--- config.mk ---
export PLATFORM = sky130hd
export DESIGN_NAME = serial_msg_transmitter_flat
export DESIGN_NICKNAME = d
export VERILOG_FILES = /design/src/rtl/serial_msg_pkg.sv /design/src/rtl/serial_msg_transmitter_if.sv /design/src/rtl/serial_msg_header_rom.sv /design/src/rtl/serial_msg_transmitter.sv /design/src/flat_wrapper.sv
export SDC_FILE = /design/constraint.sdc
export NUM_CORES = 1
export LEC_CHECK = 0
export CAP_MARGIN = 25
export CORE_ASPECT_RATIO = 2
export CORE_MARGIN = 5
export CORE_UTILIZATION = 36
export DETAILED_ROUTE_END_ITERATION = 12
export PLACE_DENSITY = 0.58
export REMOVE_ABC_BUFFERS = 1
export SLEW_MARGIN = 20
export SYNTH_ARGS = -nofsm -noshare
export SYNTH_HDL_FRONTEND = slang
export SYNTH_HIERARCHICAL = 1
export SYNTH_SLANG_ARGS = --single-unit
export TNS_END_PERCENT = 20
--- constraint.sdc ---
create_clock -name clk -period 3.4 [get_ports clk]
set_clock_uncertainty 0.2 [all_clocks]
set_input_delay 0.85 -clock clk [delete_from_list [all_inputs] [get_ports clk]]
set_output_delay 0.85 -clock clk [all_outputs]
set_load 0.03 [all_outputs]
--- src/rtl/serial_msg_pkg.sv ---
`default_nettype none
// ============================================================================
//  Module   : serial_msg_pkg
//  Purpose  : Shared types and helpers for the serial message transmitter.
//             The CHECKSUM state exists only when SERIAL_MSG_TX_CHECKSUM_EN
//             is defined.
//  Revision : 1.0 - initial release
// ============================================================================
package serial_msg_pkg;

   typedef enum logic [1:0] {
      IDLE     = 2'd0,
      HEADER   = 2'd1,
      PAYLOAD  = 2'd2
`ifdef SERIAL_MSG_TX_CHECKSUM_EN
      ,
      CHECKSUM = 2'd3
`endif
   } state_t;

   localparam logic MSG_TYPE_POSE   = 1'b0;
   localparam logic MSG_TYPE_STATUS = 1'b1;

   // Number of bits needed to hold the non-negative value (at least 1).
   function automatic int MinBitWidth(input int value);
      for (int w = 1; w < 32; w++) begin
         if ((value >> w) == 0) return w;
      end
      return 32;
   endfunction

endpackage
`default_nettype wire

--- src/rtl/serial_msg_transmitter_if.sv ---
`default_nettype none
// ============================================================================
//  Module   : serial_msg_transmitter_if
//  Purpose  : Request, payload and UART-side handshake bundle of the
//             serial message transmitter. master = transmitter side,
//             slave = surrounding logic.
//  Revision : 1.0 - initial release
// ============================================================================
interface serial_msg_transmitter_if;
   logic       send_req;
   logic       send_type;
   logic       busy;
   logic [7:0] in_data;
   logic       in_valid;
   logic       in_ready;
   logic [7:0] tx_data;
   logic       tx_valid;
   logic       tx_ready;
   logic       msg_done;

   modport master (
      input  send_req, send_type, in_data, in_valid, tx_ready,
      output busy, in_ready, tx_data, tx_valid, msg_done
   );

   modport slave (
      output send_req, send_type, in_data, in_valid, tx_ready,
      input  busy, in_ready, tx_data, tx_valid, msg_done
   );
endinterface
`default_nettype wire

--- src/rtl/serial_msg_header_rom.sv ---
`default_nettype none
// ============================================================================
//  Module   : serial_msg_header_rom
//  Purpose  : Combinational lookup of start-header byte k (first character
//             first) for the selected message type, plus last-byte flag.
//  Revision : 1.0 - initial release
// ============================================================================
module serial_msg_header_rom
   import serial_msg_pkg::*;
#(
   parameter int                                   POSE_HEADER_LENGTH_BYTE   = 5,
   parameter logic [8*POSE_HEADER_LENGTH_BYTE-1:0]   POSE_HEADER   = "KLMNO",
   parameter int                                   STATUS_HEADER_LENGTH_BYTE = 5,
   parameter logic [8*STATUS_HEADER_LENGTH_BYTE-1:0] STATUS_HEADER = "PQRST",
   parameter int                                   IDX_WIDTH                 = 3
)(
   input  logic                 msg_type,
   input  logic [IDX_WIDTH-1:0] byte_idx,
   output logic [7:0]           hdr_byte,
   output logic                 last_byte
);

   logic [8*POSE_HEADER_LENGTH_BYTE-1:0]   pose_shifted;
   logic [8*STATUS_HEADER_LENGTH_BYTE-1:0] status_shifted;
   int                                     idx_int;

   // Shift the wanted character down to the low byte; out-of-range indices yield 0.
   always_comb begin
      idx_int        = int'(byte_idx);
      pose_shifted   = '0;
      status_shifted = '0;
      if (idx_int < POSE_HEADER_LENGTH_BYTE)
         pose_shifted = POSE_HEADER >> (8 * (POSE_HEADER_LENGTH_BYTE - 1 - idx_int));
      if (idx_int < STATUS_HEADER_LENGTH_BYTE)
         status_shifted = STATUS_HEADER >> (8 * (STATUS_HEADER_LENGTH_BYTE - 1 - idx_int));
      if (msg_type == MSG_TYPE_STATUS) begin
         hdr_byte  = status_shifted[7:0];
         last_byte = (idx_int >= STATUS_HEADER_LENGTH_BYTE - 1);
      end else begin
         hdr_byte  = pose_shifted[7:0];
         last_byte = (idx_int >= POSE_HEADER_LENGTH_BYTE - 1);
      end
   end

endmodule
`default_nettype wire

--- src/rtl/serial_msg_transmitter.sv ---
`default_nettype none
// ============================================================================
//  Module   : serial_msg_transmitter
//  Purpose  : Frames outbound messages for the UART: type-selected ASCII
//             header, fixed-length payload pulled from a producer, and an
//             optional sum-mod-256 checksum byte (SERIAL_MSG_TX_CHECKSUM_EN).
//  Revision : 1.0 - initial release
// ============================================================================
module serial_msg_transmitter
   import serial_msg_pkg::*;
#(
   parameter int                                   POSE_HEADER_LENGTH_BYTE   = 5,
   parameter logic [8*POSE_HEADER_LENGTH_BYTE-1:0]   POSE_HEADER   = "KLMNO",
   parameter int                                   STATUS_HEADER_LENGTH_BYTE = 5,
   parameter logic [8*STATUS_HEADER_LENGTH_BYTE-1:0] STATUS_HEADER = "PQRST",
   parameter int                                   POSE_MESSAGE_LENGTH       = 12,
   parameter int                                   STATUS_MESSAGE_LENGTH     = 4
)(
   input  logic                      clk,
   input  logic                      reset,
   serial_msg_transmitter_if.master  bus
);

   localparam int HDR_MAX = (POSE_HEADER_LENGTH_BYTE > STATUS_HEADER_LENGTH_BYTE) ?
                            POSE_HEADER_LENGTH_BYTE : STATUS_HEADER_LENGTH_BYTE;
   localparam int PAY_MAX = (POSE_MESSAGE_LENGTH > STATUS_MESSAGE_LENGTH) ?
                            POSE_MESSAGE_LENGTH : STATUS_MESSAGE_LENGTH;
   localparam int IDX_W   = MinBitWidth(HDR_MAX);
   localparam int REM_W   = MinBitWidth(PAY_MAX);

   state_t             state, state_next;
   logic               msg_type, msg_type_next;
   logic [IDX_W-1:0]   hdr_idx, hdr_idx_next;
   logic [REM_W-1:0]   remaining, remaining_next;
   logic [7:0]         tx_data_q, tx_data_next;
   logic               tx_valid_q, tx_valid_next;
   logic               msg_done_q, msg_done_next;
`ifdef SERIAL_MSG_TX_CHECKSUM_EN
   logic [7:0]         sum, sum_next;
`endif

   logic               rom_type;
   logic [IDX_W-1:0]   rom_idx;
   logic [7:0]         rom_byte;
   logic               rom_last;
   logic               tx_accept;
   logic               pay_xfer;
   logic               in_ready_int;

   // In IDLE the ROM looks at the incoming request so header byte 0 can be
   // registered in the acceptance cycle; afterwards it follows the latched type.
   assign rom_type = (state == IDLE) ? bus.send_type : msg_type;
   assign rom_idx  = (state == IDLE) ? '0 : hdr_idx;

   serial_msg_header_rom #(
      .POSE_HEADER_LENGTH_BYTE   (POSE_HEADER_LENGTH_BYTE),
      .POSE_HEADER               (POSE_HEADER),
      .STATUS_HEADER_LENGTH_BYTE (STATUS_HEADER_LENGTH_BYTE),
      .STATUS_HEADER             (STATUS_HEADER),
      .IDX_WIDTH                 (IDX_W)
   ) u_header_rom (
      .msg_type  (rom_type),
      .byte_idx  (rom_idx),
      .hdr_byte  (rom_byte),
      .last_byte (rom_last)
   );

   // Next-state and datapath decode. PAYLOAD is entered as soon as the last
   // header byte is on tx, so the first payload byte loads on its accept
   // and the stream has no bubble at the header/payload seam.
   always_comb begin
      state_next     = state;
      msg_type_next  = msg_type;
      hdr_idx_next   = hdr_idx;
      remaining_next = remaining;
      tx_data_next   = tx_data_q;
      tx_valid_next  = tx_valid_q;
      msg_done_next  = 1'b0;
`ifdef SERIAL_MSG_TX_CHECKSUM_EN
      sum_next       = sum;
`endif
      tx_accept    = tx_valid_q && bus.tx_ready;
      in_ready_int = (state == PAYLOAD) && (remaining != '0) && (!tx_valid_q || bus.tx_ready);
      pay_xfer     = in_ready_int && bus.in_valid;

      case (state)
         IDLE: begin
`ifdef SERIAL_MSG_TX_CHECKSUM_EN
            sum_next = '0;
`endif
            if (bus.send_req) begin
               msg_type_next  = bus.send_type;
               remaining_next = (bus.send_type == MSG_TYPE_POSE) ?
                                REM_W'(POSE_MESSAGE_LENGTH) : REM_W'(STATUS_MESSAGE_LENGTH);
               tx_data_next   = rom_byte;
               tx_valid_next  = 1'b1;
               hdr_idx_next   = IDX_W'(1);
               state_next     = rom_last ? PAYLOAD : HEADER;
            end
         end

         HEADER: begin
            if (tx_accept) begin
               tx_data_next = rom_byte;
               hdr_idx_next = hdr_idx + IDX_W'(1);
               if (rom_last) state_next = PAYLOAD;
            end
         end

         PAYLOAD: begin
            if (pay_xfer) begin
               tx_data_next   = bus.in_data;
               tx_valid_next  = 1'b1;
               remaining_next = remaining - REM_W'(1);
`ifdef SERIAL_MSG_TX_CHECKSUM_EN
               sum_next       = sum + bus.in_data;
`endif
            end else if (tx_accept) begin
               tx_valid_next = 1'b0;
               if (remaining == '0) begin
`ifdef SERIAL_MSG_TX_CHECKSUM_EN
                  tx_data_next  = sum;
                  tx_valid_next = 1'b1;
                  state_next    = CHECKSUM;
`else
                  msg_done_next = 1'b1;
                  state_next    = IDLE;
`endif
               end
            end
         end

`ifdef SERIAL_MSG_TX_CHECKSUM_EN
         CHECKSUM: begin
            if (tx_accept) begin
               tx_valid_next = 1'b0;
               msg_done_next = 1'b1;
               state_next    = IDLE;
            end
         end
`endif

         default: begin
            tx_valid_next = 1'b0;
            state_next    = IDLE;
         end
      endcase
   end

   // State and output registers; reset aborts any message in flight.
   always_ff @(posedge clk or negedge reset) begin
      if (!reset) begin
         state      <= IDLE;
         msg_type   <= MSG_TYPE_POSE;
         hdr_idx    <= '0;
         remaining  <= '0;
         tx_data_q  <= '0;
         tx_valid_q <= 1'b0;
         msg_done_q <= 1'b0;
`ifdef SERIAL_MSG_TX_CHECKSUM_EN
         sum        <= '0;
`endif
      end else begin
         state      <= state_next;
         msg_type   <= msg_type_next;
         hdr_idx    <= hdr_idx_next;
         remaining  <= remaining_next;
         tx_data_q  <= tx_data_next;
         tx_valid_q <= tx_valid_next;
         msg_done_q <= msg_done_next;
`ifdef SERIAL_MSG_TX_CHECKSUM_EN
         sum        <= sum_next;
`endif
      end
   end

   assign bus.tx_data  = tx_data_q;
   assign bus.tx_valid = tx_valid_q;
   assign bus.msg_done = msg_done_q;
   assign bus.busy     = (state != IDLE);
   assign bus.in_ready = in_ready_int;

endmodule
`default_nettype wire

--- src/flat_wrapper.sv ---
// flat-port wrapper written by rule: the top's interface ports become plain ports
module serial_msg_transmitter_flat import serial_msg_pkg::*;
#(
   parameter int                                   POSE_HEADER_LENGTH_BYTE   = 5,
   parameter logic [8*POSE_HEADER_LENGTH_BYTE-1:0]   POSE_HEADER   = "     ",
   parameter int                                   STATUS_HEADER_LENGTH_BYTE = 5,
   parameter logic [8*STATUS_HEADER_LENGTH_BYTE-1:0] STATUS_HEADER = "     ",
   parameter int                                   POSE_MESSAGE_LENGTH       = 12,
   parameter int                                   STATUS_MESSAGE_LENGTH     = 4
)
  (clk, reset, bus_send_req, bus_send_type, bus_in_data, bus_in_valid, bus_tx_ready, bus_busy, bus_in_ready, bus_tx_data, bus_tx_valid, bus_msg_done);
  serial_msg_transmitter_if bus_i ();
  input  logic clk;
  input  logic reset;
  input wire logic [$bits(bus_i.send_req)-1:0] bus_send_req;
  input wire logic [$bits(bus_i.send_type)-1:0] bus_send_type;
  input wire logic [$bits(bus_i.in_data)-1:0] bus_in_data;
  input wire logic [$bits(bus_i.in_valid)-1:0] bus_in_valid;
  input wire logic [$bits(bus_i.tx_ready)-1:0] bus_tx_ready;
  output wire logic [$bits(bus_i.busy)-1:0] bus_busy;
  output wire logic [$bits(bus_i.in_ready)-1:0] bus_in_ready;
  output wire logic [$bits(bus_i.tx_data)-1:0] bus_tx_data;
  output wire logic [$bits(bus_i.tx_valid)-1:0] bus_tx_valid;
  output wire logic [$bits(bus_i.msg_done)-1:0] bus_msg_done;
  assign bus_i.send_req = bus_send_req;
  assign bus_i.send_type = bus_send_type;
  assign bus_i.in_data = bus_in_data;
  assign bus_i.in_valid = bus_in_valid;
  assign bus_i.tx_ready = bus_tx_ready;
  assign bus_busy = bus_i.busy;
  assign bus_in_ready = bus_i.in_ready;
  assign bus_tx_data = bus_i.tx_data;
  assign bus_tx_valid = bus_i.tx_valid;
  assign bus_msg_done = bus_i.msg_done;
  serial_msg_transmitter #(.POSE_HEADER_LENGTH_BYTE(POSE_HEADER_LENGTH_BYTE), .POSE_HEADER(POSE_HEADER), .STATUS_HEADER_LENGTH_BYTE(STATUS_HEADER_LENGTH_BYTE), .STATUS_HEADER(STATUS_HEADER), .POSE_MESSAGE_LENGTH(POSE_MESSAGE_LENGTH), .STATUS_MESSAGE_LENGTH(STATUS_MESSAGE_LENGTH)) u_core (.clk(clk), .reset(reset), .bus(bus_i));
endmodule
* Word-level counts from Yosys, hierarchy flattened
Cells that the tools add are included.
** Storage, ports and cells
- Latch bits :: 0
- Memories kept :: 0
- Register bits :: 19
- Bits of input ports :: 14
- Word-level logic and storage cells :: 70
- Memory bits (writable) :: 0
- Memory bits (read-only) :: 0
** Cells by class
- $add $sub $neg :: 3
- Eq/ne operators :: 10
- Shift operators :: 1
- Magnitude comparators :: 2
- Divide/modulo/power cells :: 0
- Muxes and demuxes :: 29
- $mul :: 0
- Bitwise gates (word level) :: 1
- Reductions and logical operators :: 18
** Operators with widths (number)
- $shr 38x32->8 const A :: 1
- $mux 8 :: 4
- $pmux 8 s3 :: 1
- $mux 2 :: 7
- $mux 4 :: 3
- $mux 3 :: 3
- $reduce_and 3->1 :: 3
- $ne 2x1->1 const B :: 4
- $pmux 4 s2 :: 1
- $mux 1 :: 7
- $ne 2x2->1 const B :: 3
- $pmux 2 s3 :: 1
- $pmux 3 s2 :: 1
- $reduce_and 6->1 :: 1
- $reduce_bool 2->1 :: 3
- $logic_and 1x1->1 :: 4
- $logic_not 4->1 :: 1
- $reduce_and 4->1 :: 1
- $reduce_bool 4->1 :: 1
- $sub 3x3->4 const A :: 1
- $sub 4x1->4 const B :: 1
- $add 3x1->3 const B :: 1
- $ge 3x3->1 const B :: 1
- $lt 3x3->1 const B :: 1
- 9 further kinds :: 9

* Depth between registers and ports, before layout
- Depth after elaboration :: 7
- Mapped depth :: 11
- Mapped depth without buffers :: 10

* Modules after synthesis
Netlist, hierarchy kept.
** Modules (own cells, without submodules)
- serial_msg_transmitter :: cells an instance 108, sequential area each 500.5 µm², area an instance 1176.1 µm², times used 1
- serial_msg_header_rom :: cells an instance 16, sequential area each 0.0 µm², area an instance 111.4 µm², times used 1

* Worst setup path before layout
OpenSTA, ideal clock, no wires.
- Path kind :: reg-to-reg
- From :: reg u_core.state[0]
- To :: reg u_core.tx_data_q[5], in the netlist u_core/bus.tx_data[5]
- Required time :: 3075 ps
- Cell stages (with the launch flop) :: 11
- Buffers on the path :: 1
- Period minus slack after synthesis :: 2460 ps
- Path slack :: 940 ps
- Data arrival time :: 2135 ps
- Cell sequence :: dfrtp_1 clkbuf_1 nor2_1 nor2b_1 inv_1 ha_1 ha_1 o21ai_1 and2_1 mux2_2 mux2_4
** On the way
- Longest elaborated chain between the ends :: 7
** Ends and longest elaborated chain
- start: declaration :: RTL line serial_msg_transmitter.sv:31 : state_t state, state_next;
- start signal: assignment :: RTL line serial_msg_transmitter.sv:164 : state <= state_next;
- $logic_not 2->1 * :: RTL line serial_msg_transmitter.sv:53 : assign rom_idx = (state == IDLE) ? '0 : hdr_idx;
- $mux 3 * :: RTL line serial_msg_transmitter.sv:53
- via u_core.rom_idx[0] :: RTL line serial_msg_transmitter.sv:43 : logic [IDX_W-1:0] rom_idx;
- $sub 3x3->4 :: RTL line serial_msg_header_rom.sv:33, serial_msg_header_rom.sv:35
- $shr 38x32->8 :: RTL line serial_msg_header_rom.sv:33, serial_msg_header_rom.sv:35
- $mux 8 * :: RTL line serial_msg_header_rom.sv:32, serial_msg_header_rom.sv:34
- via u_core.rom_byte[5] :: RTL line serial_msg_transmitter.sv:44 : logic [7:0] rom_byte;
- $mux 8, on equally long branches :: RTL line serial_msg_transmitter.sv:103, serial_msg_transmitter.sv:91
- $pmux 8 s3 * :: RTL line serial_msg_transmitter.sv:86 : case (state)
- end signal: assignment :: RTL line serial_msg_transmitter.sv:168 : tx_data_q <= tx_data_next;
- end: declaration :: RTL line serial_msg_transmitter.sv:35 : logic [7:0] tx_data_q, tx_data_next;
Mark *: on every way through the listed nets, which the timed path passes. The rest lies on a longest branch. The select of a mux whose other input is x is not followed.
A chain may end at the register's enable or synchronous reset.

* Worst setup path in the final report
- From :: in bus_tx_ready
- To :: out bus_in_ready
** On the way
- Longest elaborated chain between the ends :: 2
** Ends and longest elaborated chain
- start: declaration :: RTL line flat_wrapper.sv:19 : input wire logic [$bits(bus_i.tx_ready)-1:0] bus_tx_ready;
- $logic_or 1x1->1 :: RTL line serial_msg_transmitter.sv:83 : in_ready_int = (state == PAYLOAD) && (remaining != '0) && (!tx_valid_q || bus.tx_ready);
- $logic_and 1x1->1 :: RTL line serial_msg_transmitter.sv:83
- end: declaration :: RTL line flat_wrapper.sv:21 : output wire logic [$bits(bus_i.in_ready)-1:0] bus_in_ready;
No other way between the ends.

==> out/qor.yml <==
cp-start-kind: "input port"
worst_hold_slack_ns: 0.316
die_h_um: 93.0
pwr-share-seq_pct: 29.8
via_per_inst: 5.22
worstPathArrival_ns: 2.05
tns_ns: 0
grt_usage_pct: 12.1
worst-endpoint-required_ns: 2.35
hpwl_mm: 1.96
clockPowerShare_pct: 11.1
fmax_mhz: 323
power.leakage_nw: 0.671
vias: 934
min_path_type: "reg2reg"
rsz0062_at_grt: "no"
grt_max_degree: 20
path_class: "in2out"
drtIter0Drc: 19
path_cells: "clkdlybuf4s50_1, or2b_4, and3_2, buf_12"
numPortBuffers: 25
finalCritPeriodShare_pct: 91.2
wire_per_inst_um: 14.2
antenna_found_initial: 0
die_x_um: 51.5
synth_cells: 121
hold_viol: 0
first_global_vias: 993
peakVddDrop_v: 0.000473
cts.sinks: 19
post_cts_buffers: 0
dp.cells: 175
syn_area_um2: 1240
hold_buffers: 0
cpMaxStageDelayCell: "clkdlybuf4s50_1"
p_sw_w: 0.000587
io_pins: 26
setup_viol: 0
p_comb_share_pct: 59.1
critical_path.max_fanout: 6
cts-resized-gates: 0
antenna_cells: 0
clock_latency_ns: 0.26
worst_pin_slew_ns: 0.523
initial_core_util_pct: 36.7
yosys_warnings: 6
clockBufferDepth: 2
avgSynthCellArea_um2: 10.2
grt_pass1_wl_mm: 4.34
stdcell_count: 179
htreeDepth: 1
gp_congestion: 0.819
drv_cap: 0
p_int_w: 0.000845
firstDrtPassIters: 4
switching_share_pct: 41.0
drive_above_1_share_pct: 22.4
core_area_um2: 3380
power.density_nw_per_um2: 929
period_needed_ns: 3.10
slew_violations: 0
status: "finished, final reports clean"
cts-root-buf: "clkbuf_8"
fill_cells: 333
total_power_w: 0.00143
overflow: 0
cts_made_buffers: 3
cts_tree: "yes"
nets: 166
slowest_delay_ns: 0.50
area_delta_synth_final_pct: 24.3
clkTransAtPathRegs_ns: 0.07
postRouteAntennaNets: 0
die_area_um2: 4790
drc: 0
end_kind: "primary output"
drt-total-wl_mm: 2.54
num_rows: 30
relSlewSlack_pct: 65.1
==> power groups by stage <==
stage          clock (W)  combinational [W]  sequential [W]
2_1_floorplan          0           0.000479        0.000529
3_3_place_gp           0           0.000831        0.000429
3_5_place_dp           0           0.000859        0.000432
4_1_cts         0.000166           0.000863        0.000428
5_1_grt         0.000177           0.000930        0.000444
6_report        0.000159           0.000847        0.000427
==> per-stage QoR <==
stage,utilization (%),worst slack [ns],instance area [um^2]
2_1_floorplan,-,0.649,1170
3_3_place_gp,44.3,0.342,1500
3_5_place_dp,44.3,0.309,1500
4_1_cts,45.6,0.302,1540
5_1_grt,45.6,0.262,1540
6_report,45.6,0.300,1540
==> layer usage <==
metal / global-route usage (%) / wire length (um) / vias up / part of all wire (%)
met1: 11.6 / 981 / 452 / 39
li1: - / - / 457 / -
met5: 0 / 0 / - / 0
met2: 21.9 / 1380 / 21 / 54
met4: 7.44 / 62 / 0 / 2.4
met3: 2.87 / 117 / 4 / 4.6
==> state kept, by name, indices dropped and copies added (netlist names) <==
name / cells
u_core/state: 2
u_core/bus.tx_valid: 1
u_core/bus.tx_data: 8
u_core/remaining: 4
u_core/bus.msg_done: 1
u_core/hdr_idx: 3
==> path summary, 6_finish.rpt <==
kind | endpoint | start | cells after the start | slack (ns)
worst min register to register | u_core/bus.tx_data[4]$_DFFE_PN0P_ | u_core/bus.tx_data[4]$_DFFE_PN0P_ | 1 | 0.32
worst min-delay path | u_core/bus.tx_data[4]$_DFFE_PN0P_ | u_core/bus.tx_data[4]$_DFFE_PN0P_ | 1 | 0.32
worst max-delay path | bus_in_ready | bus_tx_ready | 4 | 0.30
max in group asynchronous | u_core/bus.tx_data[5]$_DFFE_PN0P_ | reset | 2 | 2.07
min in group asynchronous | u_core/bus.tx_valid$_DFFE_PN0P_ | reset | 2 | 0.72
worst max register to register | u_core/bus.tx_data[5]$_DFFE_PN0P_ | u_core/state[1]$_DFFE_PN0P_ | 9 | 0.93
==> final cells by class <==
cell class / instances / area (um^2) / area share [%]
clock buffer: 3 / 41.3 / 2.68
clock inverter: 1 / 5.00 / 0.325
inverter: 7 / 26.3 / 1.70
multi-input combinational: 89 / 671 / 43.5
sequential: 19 / 475 / 30.8
tap: 32 / 40.0 / 2.60
timing repair buffer: 28 / 283 / 18.3
==> critical path, delay by kind of cell <==
kind | cells | cell delay (ns)
and+or+nand+nor | 2 | 0.56
buffers and inverters | 2 | 0.64
==> cells in the final DEF (no fill, tap or decap), types with 3 or more instances in the layout <==
cell type	instances
mux2_4	8
or2_2	3
mux2_2	9
conb_1	7
clkbuf_8	3
nor2b_1	7
buf_4	3
dfrtp_1	19
inv_1	7
a21oi_1	7
ha_1	4
clkdlybuf4s50_1	24
nand2_1	6
nor2_1	8
o21ai_0	4
Note: power is estimated with default switching activity, not from simulation.
